[src/rtl/pipe_pkg.sv]
// Shared constants and helpers for the configurable pipeline stage register
// used between the RV32I pipeline stages.
package pipe_pkg;

  localparam int PIPE_LEGACY  = 0;
  localparam int PIPE_ELASTIC = 1;

  // addi x0, x0, 0: the canonical RV32I bubble instruction
  localparam logic [31:0] RV32_NOP = 32'h0000_0013;

  // Bit offset of channel k in a bus of w-bit channels
  function automatic int ch_lsb(input int k, input int w);
    return k * w;
  endfunction

endpackage

[src/rtl/pipe_skid_buf.sv]
// One-entry skid buffer: catches a beat accepted while the main register
// is full and blocked downstream.
module pipe_skid_buf #(
  parameter int              DW       = 32,
  parameter logic [DW-1:0]   RST_DATA = '0
) (
  input  logic          clk,
  input  logic          rst,
  input  logic          flush,
  input  logic          load,
  input  logic          drain,
  input  logic [DW-1:0] load_data,
  output logic          skid_valid,
  output logic [DW-1:0] skid_data
);

  logic          valid_d, valid_q;
  logic [DW-1:0] data_d, data_q;

  // load and drain never coincide: upstream is refused while the entry is full
  always_comb begin
    valid_d = valid_q;
    data_d  = data_q;
    if (flush) begin
      valid_d = 1'b0;
      data_d  = RST_DATA;
    end else if (drain) begin
      valid_d = 1'b0;
    end else if (load) begin
      valid_d = 1'b1;
      data_d  = load_data;
    end
  end

  always_ff @(posedge clk) begin
    if (rst) begin
      valid_q <= 1'b0;
      data_q  <= RST_DATA;
    end else begin
      valid_q <= valid_d;
      data_q  <= data_d;
    end
  end

  assign skid_valid = valid_q;
  assign skid_data  = data_q;

endmodule

[src/rtl/pipe_stage_reg.sv]
// Multi-channel pipeline stage register: legacy stall/flush mode or elastic
// valid/ready mode with a skid buffer, plus a saturating stall-cycle counter.
module pipe_stage_reg
  import pipe_pkg::*;
#(
  parameter int           W                = 32,
  parameter int           CH               = 1,
  parameter int           ELASTIC          = PIPE_LEGACY,
  parameter int           FLUSH_OVER_STALL = 0,
  parameter logic [W-1:0] FLUSH_VAL        = '0,
  parameter int           CNT_W            = 16
) (
  input  logic              clk,
  input  logic              rst,
  input  logic              stall,
  input  logic              flush,
  input  logic              in_valid,
  input  logic [CH*W-1:0]   in_data,
  output logic              in_ready,
  output logic              out_valid,
  output logic [CH*W-1:0]   out_data,
  input  logic              out_ready,
  input  logic              cnt_clr,
  output logic [CNT_W-1:0]  stall_cnt
);

  localparam int DW = CH * W;

  function automatic logic [DW-1:0] flush_bus();
    logic [DW-1:0] b;
    b = '0;
    for (int k = 0; k < CH; k++) b[ch_lsb(k, W) +: W] = FLUSH_VAL;
    return b;
  endfunction

  localparam logic [DW-1:0]    FLUSH_BUS = flush_bus();
  localparam logic [CNT_W-1:0] CNT_MAX   = {CNT_W{1'b1}};
  localparam logic [CNT_W-1:0] CNT_ONE   = {{(CNT_W-1){1'b0}}, 1'b1};

  logic             valid_d, out_valid_q;
  logic [DW-1:0]    data_d, data_q;
  logic [CNT_W-1:0] cnt_d, cnt_q;
  logic             held;

  generate
    if (ELASTIC == PIPE_ELASTIC) begin : g_elastic
      // Handshake: a beat moves upstream when in_valid & in_ready and
      // downstream when out_valid & out_ready & ~stall; in_ready is a flop.
      logic          dr;
      logic          up_xfer;
      logic          skid_load;
      logic          skid_drain;
      logic          skid_valid;
      logic [DW-1:0] skid_data;

      assign dr         = out_ready & ~stall;
      assign up_xfer    = in_valid & ~skid_valid;
      assign skid_load  = up_xfer & out_valid_q & ~dr;
      assign skid_drain = skid_valid & dr;

      pipe_skid_buf #(
        .DW       (DW),
        .RST_DATA (FLUSH_BUS)
      ) u_skid (
        .clk        (clk),
        .rst        (rst),
        .flush      (flush),
        .load       (skid_load),
        .drain      (skid_drain),
        .load_data  (in_data),
        .skid_valid (skid_valid),
        .skid_data  (skid_data)
      );

      // The skid entry is older than anything upstream, so it refills first
      always_comb begin
        valid_d = out_valid_q;
        data_d  = data_q;
        if (flush) begin
          valid_d = 1'b0;
          data_d  = FLUSH_BUS;
        end else if (!out_valid_q || dr) begin
          if (skid_valid) begin
            valid_d = 1'b1;
            data_d  = skid_data;
          end else if (up_xfer) begin
            valid_d = 1'b1;
            data_d  = in_data;
          end else begin
            valid_d = 1'b0;
          end
        end
      end

      assign held     = out_valid_q & ~dr;
      assign in_ready = ~skid_valid;
    end else begin : g_legacy
      localparam logic FLUSH_WINS = (FLUSH_OVER_STALL != 0);
      logic hold;
      logic unused_out_ready;

      assign hold             = stall & ~(FLUSH_WINS & flush);
      assign unused_out_ready = out_ready;

      always_comb begin
        valid_d = in_valid;
        data_d  = in_data;
        if (hold) begin
          valid_d = out_valid_q;
          data_d  = data_q;
        end else if (flush) begin
          valid_d = 1'b0;
          data_d  = FLUSH_BUS;
        end
      end

      assign held     = out_valid_q & stall;
      assign in_ready = 1'b1;
    end
  endgenerate

  // Counts cycles a valid beat sat in the stage without advancing
  always_comb begin
    cnt_d = cnt_q;
    if (cnt_clr) begin
      cnt_d = '0;
    end else if (held && (cnt_q != CNT_MAX)) begin
      cnt_d = cnt_q + CNT_ONE;
    end
  end

  always_ff @(posedge clk) begin
    if (rst) begin
      out_valid_q <= 1'b0;
      data_q      <= FLUSH_BUS;
      cnt_q       <= '0;
    end else begin
      out_valid_q <= valid_d;
      data_q      <= data_d;
      cnt_q       <= cnt_d;
    end
  end

  assign out_valid = out_valid_q;
  assign out_data  = data_q;
  assign stall_cnt = cnt_q;

endmodule

[config.mk]
export PLATFORM = sky130hd
export DESIGN_NAME = pipe_stage_reg
export DESIGN_NICKNAME = d
export VERILOG_FILES = /design/src/rtl/pipe_pkg.sv /design/src/rtl/pipe_skid_buf.sv /design/src/rtl/pipe_stage_reg.sv
export SDC_FILE = /design/constraint.sdc
export NUM_CORES = 1
export LEC_CHECK = 0
export CAP_MARGIN = 0
export CORE_MARGIN = 2
export CORE_UTILIZATION = 43
export CTS_CLUSTER_DIAMETER = 50
export DETAILED_ROUTE_END_ITERATION = 12
export GPL_TIMING_DRIVEN = 0
export PLACE_DENSITY_LB_ADDON = 0.12
export SETUP_SLACK_MARGIN = 0.5
export SLEW_MARGIN = 40
export SYNTH_ARGS = -nofsm -noshare
export SYNTH_HDL_FRONTEND = slang
export SYNTH_SLANG_ARGS = --single-unit
[constraint.sdc]
create_clock -name clk -period 4.4 [get_ports clk]
set_input_delay 0.88 -clock clk [delete_from_list [all_inputs] [get_ports clk]]
set_output_delay 0.88 -clock clk [all_outputs]
set_load 0.005 [all_outputs]
# --- Word-level counts from Yosys, hierarchy flattened ---
# Index checks and enable logic that the tools add are counted.
word_totals:
  reg_bits: 49
  latchBits: 0
  ramBits: 0
  mem_bits_ro: 0
  input_bits: 39
  out_inout_bits: 50
  mem_count: 0
classes:
  n_addsub: 1
  n_mul: 0
  div_mod_pow: 0
  magnitude_cmp: 0
  eq_ne: 1
  n_shift: 0
  n_mux: 2
  bitwise_logic: 1
  n_reduce_logical: 2
ops:
  columns: ["cell", "n"]
  rows:
  - ["$mux 32", 1]
  - ["$add 16x1->16 const B", 1]
  - ["$ne 16x16->1 const B", 1]
  - ["$reduce_or 2->1", 1]
  - ["$and 1x1->1", 1]
  - ["$logic_and 1x1->1", 1]
  - ["$mux 1", 1]

# --- Logic depth before layout (Yosys ltp) ---
# Gate-level depths: netlist of run 1.
depth:
  ltp_word: 2
  depth_mapped: 6
  depth_no_buf: 5

# --- Worst setup path before layout of run 1 ---
# OpenSTA, ideal clock, no wires.
synth_path:
  kind: "input to register"
  startpoint: "in stall"
  endpoint: "reg cnt_q[14] (netlist: stall_cnt[14])"
  setup_ps: 70
  t_arrival_ps: 2071
  required_ps: 4330
  slack_ps: 2258
  stages: 5
  path_buffers: 1
  cell_sequence: "nand3_1 > or3_1 > buf_2 > or4_1 > a21oi_1"
synth_via:
  elab_chain_cells: 2
synth_lines:
  columns: ["element", "line_no", "text"]
  rows:
  - ["from (decl)", "pipe_stage_reg.sv:15", "input logic stall,"]
  - ["$and 1x1->1", "pipe_stage_reg.sv:117", "assign held = out_valid_q & stall;"]
  - ["$logic_and 1x1->1", "pipe_stage_reg.sv:127", "end else if (held && (cnt_q != CNT_MAX)) begin"]
  - ["to (signal assigned)", "pipe_stage_reg.sv:140", "cnt_q <= cnt_d;"]
  - ["to (decl)", "pipe_stage_reg.sv:42", "logic [CNT_W-1:0] cnt_d, cnt_q;"]
# No other way between the ends.
# A chain may end at the register's enable or synchronous reset.

# --- Worst setup path in the final report of run 1 ---
# Ends and elaborated chain as after synthesis.

==> results of run 1 <==
==> path summary, 6_finish.rpt <==
path,to,slack [ps],depth (start not counted),startpoint
worst max-delay path,stall_cnt[14],1960,6,stall
worst min-delay path,out_data[30],490,2,out_data[30]
worst max register to register,stall_cnt[14],2350,6,stall_cnt[0]
worst min register to register,out_data[30],490,2,out_data[30]
==> cell families after synthesis <==
kind of cell / count (synthesis)
flops: 49
fa+ha+maj: 1
compound gates: 66
other cells: 1
buf+inv: 15
simple gates: 80
==> cell type report <==
class,count,area (sq um)
fill,406,1400
clock buffer,7,86.3
buffer,15,67.6
tap,52,65.1
sequential,49,981
timing repair buffer,85,851
multi-input combinational,148,875
==> cells in the mapped netlist (2+ instances only) <==
master,instances
dfxtp_1,49
nor2_1,36
a22oi_1,31
a21oi_1,12
nand2_1,12
clkbuf_1,10
o21ai_0,6
nand3_1,5
nand4_1,5
o31ai_1,5
or3_1,5
o41ai_1,4
or4_1,4
nor4_1,3
o311ai_0,3
and3_1,2
buf_2,2
==> flip-flops by register name (all words and copies together), names as in the netlist <==
name,count
out_data,32
stall_cnt,16
out_valid,1
==> through the flow <==
stage	total power, mW	setup slack (ps)	hold WS (ps)	instances	instance area (sq um)
finish	0.818	1960	493	356	2930
global route	0.859	1860	539	356	2930
CTS	0.829	1950	500	356	2930
detailed placement	0.567	1670	480	349	2840
global placement	0.566	1660	471	349	2840
floorplan	0.503	2260	483	212	1920
==> worst max-delay path, cell delays in order <==
cell and delay, ps:
clkdlybuf4s50_1 480, nand3_1 160, or3_1 340, buf_2 170, or4_1 500, a21oi_1 140
==> layer usage <==
metal | GRT usage, % | wire length, um
met1 | 24.7 | 2140
met2 | 32.2 | 2330
met3 | 9.54 | 410
met4 | 6.71 | 70
met5 | 0 | 0
==> power breakdown <==
group          leakage [nW]  total [mW]  internal, mW  switching (mW)
clock                0.0443       0.262         0.125           0.137
sequential            0.398       0.461         0.455         0.00592
combinational         0.544      0.0956        0.0598          0.0358
==> results.md, run 1 <==
- Run status: finished clean
- Hold-fix buffers, CTS: 0
- XOR/XNOR Fraction of Synth Area: 0%
- HP Class: reg -> reg
- Synth Net Count: around 250
- CP Data Arrival Time: about 2700 ps
- Total of cells resized after clock tree synthesis: 0
- Post-synthesis compound-gate area fraction: between 20% and 30%
- Layout cells sized above 1: between 4 and 5%
- CP startpoint kind: primary input
- Leakage: 0.987 nW
- CTS sink cnt: 49
- CTS tree: built
- Routed Antenna Nets: 0
- CTS H-Tree Depth: 2
- Post-synth EDFFs: 0
- Die Y: 70.9 um
- Post-synthesis simple-gate area fraction: 20.6%
- Ant diodes: 0
- Critical path type: in -> reg
- Highest-count cells in the layout ignoring fill and taps: clkdlybuf4s50_1 (85), dfxtp_1 (49), nor2_1 (36)
- # IOs: just under 90
- Most common cell after layout, fill and taps aside: clkdlybuf4s50_1
- Final WL: approximately 5.0 mm
- Max-cap violations: 0
- Vias in the first global route: between 1500 and 2000
- First-pass GRT wire length: a little over 8 mm
- Largest family of logic cells by synthesized area: compound AO/OA/AOI/OAI gates
- Setup TNS: 0 ps
- Worst Path Max Fanout: 8
- Final hold vios: 0
- Setup crit end kind: register
- Overall Global Routing Usage: between 20 and 25%
- Core footprint: about 4300 sq um
- Row cnt: 24
- Total number of vias: between 1500 and 2000
- Post-synthesis cell count: between 200 and 250
- Worst-Margin Slew: 537 ps
- Max Fclk: between 0.4 and 0.5 GHz
- Final design utilization: 67.7%
- Top FF cell, synth: dfxtp_1
- Post-synthesis area per instance: a little over 9 sq um
- Die area: about 5000 sq um
- Final Wtd Congestion: 0.787
- Latest clock arrival within the worst-skew pair: ~300 ps
- Mux contribution to synthesized area: 0%
- Synth area leaders: dfxtp_1 (51%), a22oi_1 (12%), nor2_1 (7.0%), a21oi_1 (3.1%), nand2_1 (2.3%)
- TritonRoute pass-1 iters: 4
- Min Tclk post-route: roughly 2400 ps
- Detailed placement HPWL: between 3 and 4 mm
- Wire length per cell: between 10 and 15 um
- Fin nets: 344
- Mapped Area: 1920 sq um
- Power Density: roughly 280 nW/um^2
- Die W: 70.9 um
- Postcts setup bufs: 0
- Adder-cell share of the synthesized area: less than 1%
- Post-synthesis sequential area ratio: 51.0%
- Tcrit/Tclk final: 55.5%
- Worst path required time: about 4600 ps
- Yosys cell types: 35
- Async SR Flop Fraction: 0%
- RSZ-0062 raised after global routing: no
- Register bit total from synthesis: 49
- Via density: roughly 5.5
- Port Buffer Count: 85
- Top-area cell type share of the netlist area: about 51%
- Endpoints failing setup: 0
- CTS root buffer: clkbuf_8
- Initial core utilization: 44.5%
- Worst-path clk slew: approximately 80 ps
- Max-slew violations: 0
- Initial antenna violation count: 0
- Slew headroom: approximately 64%
- Cell taking the most area after synthesis: dfxtp_1
- Ys Warns: 0
- Overflow after GRT: 0
- VDD IR max: about 0.00019 V
- Final Skew: about 3.2 ps
- Synthesis-to-layout area growth: 52.1%
- DRC Markers: 0
- First DRT Iteration DRCs: between 150 and 200
- Total CTS buffers: 5
- Clock tree buffer depth: 2
- Largest net degree at the start of global routing: 14
No activity file was read; power rests on OpenSTA's default activity.
==> run 2: changes to the inputs <==
- CORE_UTILIZATION: 43 -> 41
- clock period: 4.4 -> 2.49 ns (I/O delays scaled with it)
==> results.md, run 2 (synthesis gave the netlist of run 1 again) <==
- Highest-count cells in the layout ignoring fill and taps: clkdlybuf4s50_1 (84), dfxtp_1 (47), nor2_1 (36) (was clkdlybuf4s50_1 (85), dfxtp_1 (49), nor2_1 (36))
- Detailed placement HPWL: 3.61 mm (was 3.72 mm)
- Latest clock arrival within the worst-skew pair: 300 ps (about the same)
- Max reg flops: 32 (unchanged)
- Worst-path clk slew: 90 ps (was 80 ps)
- Setup crit end kind: register (unchanged)
- Final design utilization: 66.8% (was 67.7%)
- Fin nets: 346 (was 344)
- # IOs: 89 (unchanged)
- Largest net degree at the start of global routing: 17 (was 14)
- CP max stage delay: 520 ps (was 500 ps)
- Final WL: 5.06 mm (was 4.96 mm)
- Max-slew violations: 0 (unchanged)
- Min Tclk post-route: approximately 1900 ps
- Power, Total: 1.46 mW (was 0.818 mW)
- Final hold vios: 0 (unchanged)
- CP max-delay cell: or4_1 (unchanged)
- Final Wtd Congestion: 0.825 (was 0.787)
- Sequential Power Share: 56.0% (was 56.3%)
- TritonRoute pass-1 iters: 4 (unchanged)
- Endpoints failing setup: 0 (unchanged)
- Row cnt: 24 (unchanged)
- Combinational share of power: 11.7% (about the same)
- Critical path type: reg -> reg (was in -> reg)
- Worst-Margin Slew: 556 ps (was 537 ps)
- CTS sink cnt: 49 (unchanged)
- Via density: 5.50 (was 5.46)
- Clock power share: 32.3% (was 32.0%)
- Die W: 72.5 um (was 70.9 um)
- VDD IR max: 0.000346 V (was 0.000191 V)
- Ant diodes: 0 (unchanged)
- CP Cell Sequence: ha_1 > nand3_2 > or3_1 > buf_4 > or4_1 > a21oi_2 (was clkdlybuf4s50_1 > nand3_1 > or3_1 > buf_2 > or4_1 > a21oi_1)
- CTS H-Tree Depth: 2 (unchanged)
- Final Skew: 8.56 ps (was 3.22 ps)
- Die Y: 72.5 um (was 70.9 um)
- Power Density: 490 nW/um^2 (was 280 nW/um^2)
- CP Data Arrival Time: 2170 ps (was 2680 ps)
- Max Fclk: ~0.52 GHz
- Switching Power: 0.346 mW (was 0.179 mW)
- HP Class: reg -> reg (unchanged)
- Overflow after GRT: 0 (unchanged)
- Switch share: 23.8% (was 21.9%)
- Layout cells sized above 1: 7.17% (was 4.28%)
- Clock tree buffer depth: 2 (unchanged)
- Non-Filler Instances: 359 (was 356)
- Core footprint: 4440 sq um (was 4320 sq um)
- Initial antenna violation count: 0 (unchanged)
- First-pass GRT wire length: 8.05 mm (was 8.31 mm)
- Pint: 1.11 mW (was 0.639 mW)
- Worst Path Max Fanout: 8 (unchanged)
- Tcrit/Tclk final: 77.8%
- Wire length per cell: 14.1 um (was 13.9 um)
- Run status: finished clean (unchanged)
- CTS root buffer: clkbuf_8 (unchanged)
- Vias in the first global route: 1726 (was 1854)
- CP startpoint kind: register (was primary input)
- CTS tree: built (unchanged)
- Max-cap violations: 0 (unchanged)
- Synthesis-to-layout area growth: 54.4% (was 52.1%)
- Total number of vias: 1976 (was 1943)
- Routed Antenna Nets: 0 (unchanged)
- Placed insts: 349 (unchanged)
- Most common cell after layout, fill and taps aside: clkdlybuf4s50_1 (unchanged)
- Setup TNS: 0 ps (unchanged)
- Initial core utilization: 43.3% (was 44.5%)
- DRC Markers: 0 (unchanged)
- First DRT Iteration DRCs: 113 (was 154)
- Hold_ws: 495 ps (was 493 ps)
- Overall Global Routing Usage: 19.0% (was 20.4%)
- Leakage: 1.02 nW (was 0.987 nW)
- Die area: 5250 sq um (was 5020 sq um)
- RSZ-0062 raised after global routing: yes (was no)
- Worst path required time: 2730 ps (was 4630 ps)
- Slew headroom: 62.6% (was 63.9%)
- Port Buffer Count: 85 (unchanged)
- Total CTS buffers: 5 (unchanged)
==> run 2: changes by cell type in the layout (fill, tap and decap cells not counted), moves of 2 or more <==
cell	before	now
clkbuf_1	11	9
dfxtp_1	49	47
buf_4	1	4
buf_2	2	0
clkinv_4	0	2
dfxtp_2	0	2
==> run 2: worst max-delay path: cells and delay by family, from the launching register on <==
family | cells | cell delay, ps
AO/OA/AOI/OAI | 1 | 130
buffers and inverters | 1 | 160
adder cells (fa/ha/maj) | 1 | 240
AND/OR/NAND/NOR | 3 | 970
flip-flops | 1 | 390
==> run 2: what timing repair did <==
item                       4_1_cts  5_1_grt
hold buffers                     0        0
pin swaps                        0        1
resized for setup                4        7
setup endpoints to repair        2        6
setup buffers                    0        2
==> run 2: power by group through the flow <==
| stage | logic (mW) | registers, mW | clock network, mW |
|---|---|---|---|
| final | 0.171 | 0.814 | 0.470 |
| after global routing | 0.188 | 0.817 | 0.510 |
| after CTS | 0.171 | 0.815 | 0.486 |
| after detailed placement | 0.170 | 0.832 | 0 |
| after global placement | 0.169 | 0.832 | 0 |
| after floorplan | 0.0555 | 0.834 | 0 |
==> run 2: per-stage QoR <==
stage | setup WS [ps] | instance area, sq um
floorplan | 627 | 1920
global placement | 152 | 2840
detailed placement | 146 | 2840
CTS | 501 | 2940
global route | 453 | 2970
finish | 553 | 2970
==> run 2: area by class of cell <==
class	count	area [sq um]
clock buffer	5	68.8
timing repair buffer	87	868
tap	52	65.1
multi-input combinational	148	883
buffer	15	77.6
fill	380	1480
clock inverter	3	22.5
sequential	49	983
==> run 2: worst paths after layout <==
check	start	end	slack [ps]	depth (start not counted)
setup / recovery	stall_cnt[0]	stall_cnt[14]	550	6
hold / removal	out_data[30]	out_data[30]	490	2
setup reg to reg	stall_cnt[0]	stall_cnt[14]	550	6
hold reg to reg	out_data[30]	out_data[30]	490	2
==> run 2: metal layers <==
| metal | part of all wire, % | vias to the layer above | track usage, % |
|---|---|---|---|
| met3 | 7.1 | 8 | 5.28 |
| met4 | 1.6 | 0 | 6.38 |
| met1 | 45 | 906 | 25.6 |
| met5 | 0 | - | 0 |
| met2 | 46 | 79 | 29.5 |
| li1 | - | 983 | - |
==> run 3: changes to the inputs <==
- clock period: 2.49 -> 1.8 ns (I/O delays scaled with it)
==> results.md, run 3 (synthesis gave the netlist of run 1 again) <==
- Ant diodes: 0 (unchanged)
- TritonRoute pass-1 iters: 4 (unchanged)
- Max-cap violations: 0 (unchanged)
- Die W: 72.5 um (unchanged)
- FF-to-FF Start: stall_cnt[5] (was stall_cnt[0])
- Met3 routed WL: 544 um (was 360 um)
- CTS tree: built (unchanged)
- Final WL: 6.39 mm (was 5.06 mm)
- Power, Total: 1.98 mW (was 1.46 mW)
- Row cnt: 24 (unchanged)
- M1 wire length: 2.46 mm (was 2.29 mm)
- Port Buffer Count: 85 (unchanged)
- CP Cell Sequence: buf_6 > and4_4 > nand3_4 > buf_4 > buf_4 > o31ai_1 > a21oi_1 (was ha_1 > nand3_2 > or3_1 > buf_4 > or4_1 > a21oi_2)
- Fin nets: 380 (was 346)
- First DRT Iteration DRCs: 122 (was 113)
- Max reg flops: 32 (unchanged)
- Initial core utilization: 43.3% (unchanged)
- Switch share: 24.2% (was 23.8%)
- Tcrit/Tclk final: 92.0% (was 77.8%)
- Reg2reg setup slack: 140 ps (was 550 ps)
- Clock power share: 32.2% (was 32.3%)
- HP Class: in -> reg (was reg -> reg)
- Max Fclk: 0.604 GHz (was 0.516 GHz)
- Run status: finished clean (unchanged)
- Worst path required time: 1980 ps (was 2730 ps)
- CTS sink cnt: 49 (unchanged)
- VDD IR max: 0.000538 V (was 0.000346 V)
- R2R Path End: stall_cnt[9] (was stall_cnt[14])
- Most used cell, CP: buf_4
- Setup crit end kind: register (unchanged)
- # IOs: 89 (unchanged)
- Hold path depth: 2 (unchanged)
- Max-slew violations: 0 (unchanged)
- CTS root buffer: clkbuf_8 (unchanged)
- Critical path type: reg -> reg (unchanged)
- Setup TNS: 0 ps (unchanged)
- Wire length per cell: 16.3 um (was 14.1 um)
- Met2 Wirelength: 3.22 mm (was 2.32 mm)
- Hold-fix buffers, CTS: 0 (unchanged)
- CP Data Arrival Time: 1830 ps (was 2170 ps)
- DRC Markers: 0 (unchanged)
- CP max-delay cell: dfxtp_4 (was or4_1)
- Sequential Power Share: 56.1% (was 56.0%)
- Die area: 5250 sq um (unchanged)
- Detailed placement HPWL: 3.93 mm (was 3.61 mm)
- Pint: 1.50 mW (was 1.11 mW)
- Min-Delay Endpoint: out_data[19] (was out_data[30])
- Vias in the first global route: 2137 (was 1726)
- Worst Path Max Fanout: 5 (was 8)
- Largest net degree at the start of global routing: 16 (was 17)
- Via density: 5.62 (was 5.50)
- Synthesis-to-layout area growth: 77.5% (was 54.4%)
- Total number of vias: 2210 (was 1976)
- Combinational share of power: 11.7% (about the same)
- Final Skew: 6.28 ps (was 8.56 ps)
- Most common cell after layout, fill and taps aside: clkdlybuf4s50_1 (unchanged)
- Final design utilization: 76.8% (was 66.8%)
- Highest-count cells in the layout ignoring fill and taps: clkdlybuf4s50_1 (39), nor2_1 (33), a22oi_1 (31) (was clkdlybuf4s50_1 (84), dfxtp_1 (47), nor2_1 (36))
- Hold_ws: 425 ps (was 495 ps)
- Final hold vios: 0 (unchanged)
- Max layer used: met4 (unchanged)
- Min Tclk post-route: 1660 ps (was 1940 ps)
- Power Density: 580 nW/um^2 (was 490 nW/um^2)
- Hold Startpoint: rst (was out_data[30])
- Leakage: 1.41 nW (was 1.02 nW)
- Switching Power: 0.480 mW (was 0.346 mW)
- Total CTS buffers: 5 (unchanged)
- CP startpoint kind: register (unchanged)
- Routed Antenna Nets: 0 (unchanged)
- Initial antenna violation count: 0 (unchanged)
- Clock tree buffer depth: 2 (unchanged)
- Worst Setup SP: stall_cnt[5] (was stall_cnt[0])
- CTS H-Tree Depth: 2 (unchanged)
- RSZ-0062 raised after global routing: yes (unchanged)
- Core footprint: 4440 sq um (unchanged)
- Overflow after GRT: 0 (unchanged)
- Overall Global Routing Usage: 23.9% (was 19.0%)
- Layout cells sized above 1: 32.8% (was 7.17%)
- Die Y: 72.5 um (unchanged)
- R2R depth: 7 (was 6)
- Worst-path clk slew: 90 ps (about the same)
- Endpoints failing setup: 0 (unchanged)
- Latest clock arrival within the worst-skew pair: 300 ps (about the same)
- First-pass GRT wire length: 9.87 mm (was 8.05 mm)
- CP max stage delay: 390 ps (was 520 ps)
- Final Wtd Congestion: 0.774 (was 0.825)
[run 3: worst max-delay path: cells and delay by family, from the launching register on]
| kind | cells | cell delay, ps |
|---|---|---|
| buffers and inverters | 3 | 380 |
| AOI/OAI and AO/OA | 2 | 430 |
| DFF | 1 | 390 |
| and+or+nand+nor | 2 | 340 |
[run 3: cell type report]
type	count	area [sq um]
repair buffers	121	1090
clock buffers	5	68.8
plain buffers	15	98.8
clock inverters	3	17.5
flip-flops and latches	49	1050
well taps	52	65.1
fillers	321	1030
multi-input cells	148	1030
[run 3: power by group through the flow]
stage          clock network (mW)  logic, mW  registers [mW]
3_3_place_gp                    0      0.237            1.14
5_1_grt                     0.700      0.252            1.12
3_5_place_dp                    0      0.241            1.15
6_report                    0.638      0.231            1.11
4_1_cts                     0.657      0.226            1.11
2_1_floorplan                   0     0.0797            1.15
[run 3: metrics by stage]
step | area (sq um) | setup slack, ps | instances
detailed placement | 2940 | -414 | 349
CTS | 3300 | 160 | 386
global placement | 2940 | -414 | 349
global route | 3410 | 113 | 393
finish | 3410 | 144 | 393
floorplan | 2020 | 168 | 212
[run 3: worst max path at each step]
stage | to | slack, ps | depth (start not counted)
4_1_cts | stall_cnt[14] | 160 | 6
2_1_floorplan | stall_cnt[14] | 170 | 6
3_5_place_dp | stall_cnt[15] | -410 | 6
3_3_place_gp | stall_cnt[15] | -410 | 6
5_1_grt | stall_cnt[9] | 110 | 7
6_report | stall_cnt[9] | 140 | 7
[run 3: metal layers]
layer | track usage [%] | vias up
met5 | 0 | -
met4 | 6.58 | 0
met3 | 8.89 | 15
met2 | 41.9 | 91
met1 | 27.3 | 1047
li1 | - | 1057
[run 3: what timing repair did]
action	4_1_cts	5_1_grt
setup endpoints to repair	96	57
pin swaps	16	4
cloned	1	0
hold endpoints to repair	0	0
gates resized for setup	106	32
setup buffers	28	7
